===== src/rtl/pass_req_gen.sv =====
// pass_req_gen: conditions a raw pedestrian button into a single-cycle
// pass request for the traffic-light controller. The button is
// synchronized and debounced, and each accepted rising edge becomes a
// one-cycle press. One request is held until the light is green. After
// each issued pass a cooldown window discards further presses. A wrapping
// counter records how many passes have been issued.
module pass_req_gen #(
  parameter int DEB_CYCLES = 4,
  parameter int HOLD_OFF   = 16,
  parameter int CNT_W      = 8
) (
  input  logic             clk,
  input  logic             rst,
  input  logic             btn_raw,
  input  logic             light_g,
  output logic             pass,
  output logic             req_pending,
  output logic             busy,
  output logic [CNT_W-1:0] pass_cnt
);

  // One-hot state encoding; each bit is decoded directly to an output.
  localparam logic [3:0] ST_IDLE     = 4'b0001;
  localparam logic [3:0] ST_PENDING  = 4'b0010;
  localparam logic [3:0] ST_ISSUE    = 4'b0100;
  localparam logic [3:0] ST_COOLDOWN = 4'b1000;

  localparam int BIT_PENDING  = 1;
  localparam int BIT_ISSUE    = 2;
  localparam int BIT_COOLDOWN = 3;

  localparam logic [7:0] DEB_LAST  = 8'(DEB_CYCLES - 1);
  localparam logic [7:0] HOLD_LOAD = 8'(HOLD_OFF - 1);

  logic       s1;
  logic       s2;
  logic       btn_stable;
  logic       btn_stable_d;
  logic [7:0] deb_cnt;
  logic [7:0] cool_cnt;
  logic       press;
  logic [3:0] state;
  logic [3:0] next_state;

  // Two-flop synchronizer for the asynchronous button input.
  always_ff @(posedge clk or negedge rst) begin
    if (!rst) begin
      s1 <= 1'b0;
      s2 <= 1'b0;
    end else begin
      s1 <= btn_raw;
      s2 <= s1;
    end
  end

  // Accept a new level only after it has differed from the stable level for DEB_CYCLES cycles.
  always_ff @(posedge clk or negedge rst) begin
    if (!rst) begin
      btn_stable <= 1'b0;
      deb_cnt    <= 8'd0;
    end else if (s2 == btn_stable) begin
      deb_cnt <= 8'd0;
    end else if (deb_cnt == DEB_LAST) begin
      btn_stable <= s2;
      deb_cnt    <= 8'd0;
    end else begin
      deb_cnt <= deb_cnt + 8'd1;
    end
  end

  // Delayed copy of the debounced level for rising-edge detection.
  always_ff @(posedge clk or negedge rst) begin
    if (!rst) begin
      btn_stable_d <= 1'b0;
    end else begin
      btn_stable_d <= btn_stable;
    end
  end

  assign press = btn_stable & ~btn_stable_d;

  // Next-state logic; presses outside IDLE are ignored, so they merge or drop naturally.
  always_comb begin
    next_state = state;
    case (state)
      ST_IDLE:     if (press) next_state = ST_PENDING;
      ST_PENDING:  if (light_g) next_state = ST_ISSUE;
      ST_ISSUE:    next_state = ST_COOLDOWN;
      ST_COOLDOWN: if (cool_cnt == 8'd0) next_state = ST_IDLE;
      default:     next_state = ST_IDLE;
    endcase
  end

  // State register.
  always_ff @(posedge clk or negedge rst) begin
    if (!rst) begin
      state <= ST_IDLE;
    end else begin
      state <= next_state;
    end
  end

  // Cooldown timer: loaded during ISSUE, counts down to zero in COOLDOWN.
  always_ff @(posedge clk or negedge rst) begin
    if (!rst) begin
      cool_cnt <= 8'd0;
    end else if (state[BIT_ISSUE]) begin
      cool_cnt <= HOLD_LOAD;
    end else if (state[BIT_COOLDOWN] && (cool_cnt != 8'd0)) begin
      cool_cnt <= cool_cnt - 8'd1;
    end
  end

  // Count issued passes; wraps naturally at 2^CNT_W.
  always_ff @(posedge clk or negedge rst) begin
    if (!rst) begin
      pass_cnt <= '0;
    end else if (state[BIT_ISSUE]) begin
      pass_cnt <= pass_cnt + 1'b1;
    end
  end

  assign pass        = state[BIT_ISSUE];
  assign req_pending = state[BIT_PENDING];
  assign busy        = state[BIT_ISSUE] | state[BIT_COOLDOWN];

endmodule


===== config.mk =====
export PLATFORM = sky130hd
export DESIGN_NAME = pass_req_gen
export DESIGN_NICKNAME = d
export VERILOG_FILES = /design/src/rtl/pass_req_gen.sv
export SDC_FILE = /design/constraint.sdc
export NUM_CORES = 1
export LEC_CHECK = 0
export ABC_AREA = 1
export BUFFER_PORTS_ARGS = -buffer_cell sky130_fd_sc_hd__buf_2
export CORE_MARGIN = 5
export CORE_UTILIZATION = 40
export CTS_BUF_LIST = sky130_fd_sc_hd__clkbuf_4
export CTS_CLUSTER_SIZE = 25
export DETAILED_ROUTE_END_ITERATION = 12
export GPL_ROUTABILITY_DRIVEN = 0
export PLACE_DENSITY_LB_ADDON = 0.25
export RECOVER_POWER = 25
export SLEW_MARGIN = 25
export SYNTH_ARGS = -nofsm -noshare
export SYNTH_HDL_FRONTEND = slang
export SYNTH_SLANG_ARGS = --single-unit

===== constraint.sdc =====
create_clock -name clk -period 1.6 [get_ports clk]
set_input_delay 0.16 -clock clk [delete_from_list [all_inputs] [get_ports clk]]
set_output_delay 0.16 -clock clk [all_outputs]
set_load 0.02 [all_outputs]

==> metrics.cfg <==
[outcome]
status = completed

[power]
vdd_drop_max_mv = 0.7999
p_leak_nw = 0.9535
power_density_mw_per_mm2 = 1604

[synthesis]
synth_largest_area_cell = dfrtp_1
syn-cell-area_mm2 = 0.001608
synth_top_area_share_pct = 48.25
synth_edf_count = 0
yosysSeqAreaShare_pct = 49.88
synthTopCellsByCount = 46 x nand2_1, 31 x dfrtp_1, 24 x nor2_1
ys_warn_count = 0
ys_types = 28
synthFlopType = dfrtp_1
synth_cells = 193
ys_ff_latch = 32
syn_area_per_cell_um2 = 8.331
synth_nets = 201
yosysMostFrequentCell = nand2_1
ys_top_cells_by_area = dfrtp_1 48%, nand2_1 11%, nor2_1 5.6%, inv_1 5.4%, nand3_1 4.7%
async_flop_share_pct = 100.0

[global_route]
grt.met3_usage_pct = 3.420
use_met1_pct = 15.15
antenna_found_initial = 0
grt_pass1_vias = 1269
grt.overflow.total = 0
grt_pass1_wl_mm = 5.430
track_usage_pct = 13.16
met2_usage_pct = 22.44
grt_max_degree = 33
gr-max-usage-layer = met2

[clocking]
clk_pin_slew_worst_paths_ps = 100
cts_root_buf = clkbuf_4
cts_tree = done
clock-sinks = 32
clock_latency_ps = 330
h-tree-depth = 2
cts_setup_buffers = 0
clockBufferDepth = 2
cts_buffers = 5

[hold_path]
whs_path_depth = 4
min_path_type = primary input to flip-flop

[finish]
area_growth_pct = 13.07
nNetsFinal = 224
final_layout_size_suffix_gt1_share_pct = 17.05
antenna_cells = 0
layoutNonFillerInstCount = 267
post-route-util_pct = 46.11

[sta]
setup_violations = 0
worst_pin_slew_ps = 783.0
setup_tns_ps = 0
min_period_ps = 1439
clock.fmax_mhz = 694.7
clock_skew_ps = 7.123
drv_slew = 0
relSlewSlack_pct = 47.80
fin_crit_sh_pct = 89.97
rsz0062_at_grt = no
hold_viol_final = 0

[flow_run]
cap_violations = 0

[setup_path]
critical_path.cell_chain = nor2_2 > inv_1 > buf_2
critPathLaunchType = flip-flop
critical-path-slowest-cell = dfrtp_2
crit_cells = 3
critical_path_buf_inv_count = 2
arrival_ps = 1280
path_max_fanout = 10
endpoint_kind = output port
crit_type = flip-flop to output port
slowest_delay_ps = 520
rr_worst_depth = 7
critPathTopFamily = flip-flops
worst_ep_required_time_ps = 1440

[place]
dp_cells = 257
place_hpwl_mm = 2.077
portBuffers = 14

[floorplan]
io_pins = 15
row_count = 23
placeableCoreArea_mm2 = 0.003943
die_w_um = 73.40
initial_core_util_pct = 40.78
fp.dieH_um = 73.40
die_area_mm2 = 0.005388

[detailed_routing]
via_per_inst = 4.573
detail-route-antenna-nets = 0
wl_per_cell_um = 10.75
vias = 1221
drt_iter0_markers = 82
finalWirelength_mm = 2.870
drc_errors = 0
first_pass_iters = 4

-- through the flow --
stage / total power [mW] / setup slack, ps / cell area [um2] / hold WS, ps
after global routing: 3.228 / 81.28 / 1818 / 141.5
after global placement: 2.486 / 179.7 / 1740 / 254.3
after CTS: 2.961 / 51.95 / 1817 / 107.2
after detailed placement: 2.482 / 176.5 / 1740 / 267.9
final: 2.917 / 160.5 / 1818 / 115.2
after floorplan: 2.170 / 260.3 / 1608 / -135.6
-- worst min-delay path, stage by stage --
cell and delay (ps):
buf_2 70, inv_1 30, nand4_1 100, nand2_1 60
-- kinds of logic (layout without fill, tap and decap cells) --
family | after synthesis | count (layout) | share of synthesized area [%]
AOI/OAI and AO/OA | 10 | 10 | 3.424
DFF | 32 | 32 | 49.88
adders and majority gates | 4 | 4 | 3.113
and+or+nand+nor | 108 | 108 | 31.28
buffers and inverters | 30 | 54 | 7.393
xor gates and xnor gates | 9 | 9 | 4.903
-- cell type report --
cell class              instances  area (um2)
clock inverters                 1       3.754
repair buffers                 17       97.59
flip-flops and latches         32       803.3
well taps                      50       62.56
inverters                      29       111.4
clock buffers                   7       52.55
multi-input cells             131       686.9
fillers                       376        2125
-- final timing paths --
path | from | to | slack [ps]
setup / recovery | state[2]$_DFFE_PN0P_ | busy | 160
hold / removal | light_g | state[1]$_DFFE_PN0P_ | 120
setup reg to reg | cool_cnt[1]$_DFFE_PN0P_ | cool_cnt[6]$_DFFE_PN0P_ | 270
hold reg to reg | s1$_DFF_PN0_ | s2$_DFF_PN0_ | 360
max in group asynchronous | rst | state[2]$_DFFE_PN0P_ | 630
min in group asynchronous | rst | pass_cnt[7]$_DFFE_PN0P_ | 440
-- flip-flops by register name, summed over array words and instances (netlist names) --
signal	cells
cool_cnt	8
pass_cnt	8
state	4
s1	1
s2	1
deb_cnt	8
btn_stable	1
btn_stable_d	1
-- report_power, final --
part	internal, mW	switching (mW)
clock network	0.203	0.259
registers	1.05	0.255
logic	0.416	0.735
total	1.67	1.25
-- metal layers --
| metal | vias to the layer above | wire length, um |
|---|---|---|
| li1 | 653 | - |
| met2 | 15 | 1401 |
| met5 | - | 0 |
| met3 | 9 | 93 |
| met1 | 544 | 1300 |
| met4 | 0 | 74 |
-- placed cells by master, fill, tap and decap left out --
| cell | n |
|---|---|
| nor2_1 | 24 |
| dfrtp_2 | 1 |
| clkinv_1 | 2 |
| nand3b_1 | 1 |
| o21ai_0 | 3 |
| inv_1 | 23 |
| nand2_2 | 1 |
| ha_1 | 4 |
| dfrtp_1 | 30 |
| dlygate4sd3_1 | 2 |
| xnor2_1 | 2 |
| buf_2 | 13 |
| clkbuf_2 | 1 |
| xor2_1 | 7 |
| or2_1 | 1 |
| nor3_1 | 5 |
| nand2_1 | 46 |
| o21bai_1 | 1 |
| nor3b_1 | 1 |
| nor3_2 | 1 |
| buf_4 | 1 |
| inv_2 | 4 |
| nor2_2 | 2 |
| o21ai_1 | 1 |
| nor2_4 | 3 |
| dfstp_2 | 1 |
| o211ai_1 | 1 |
| clkbuf_4 | 7 |
| inv_4 | 1 |
| nand3_1 | 15 |
| nand4_1 | 7 |
| a21oi_1 | 4 |
| nor3b_2 | 1 |
-- what timing repair did --
item / 4_1_cts / 5_1_grt
hold buffers: 2 / 0
endpoints found under the hold margin: 32 / 0
endpoints found under the setup margin: 0 / 1
resized for setup: 0 / 1
(Power assumes the default switching activity.)
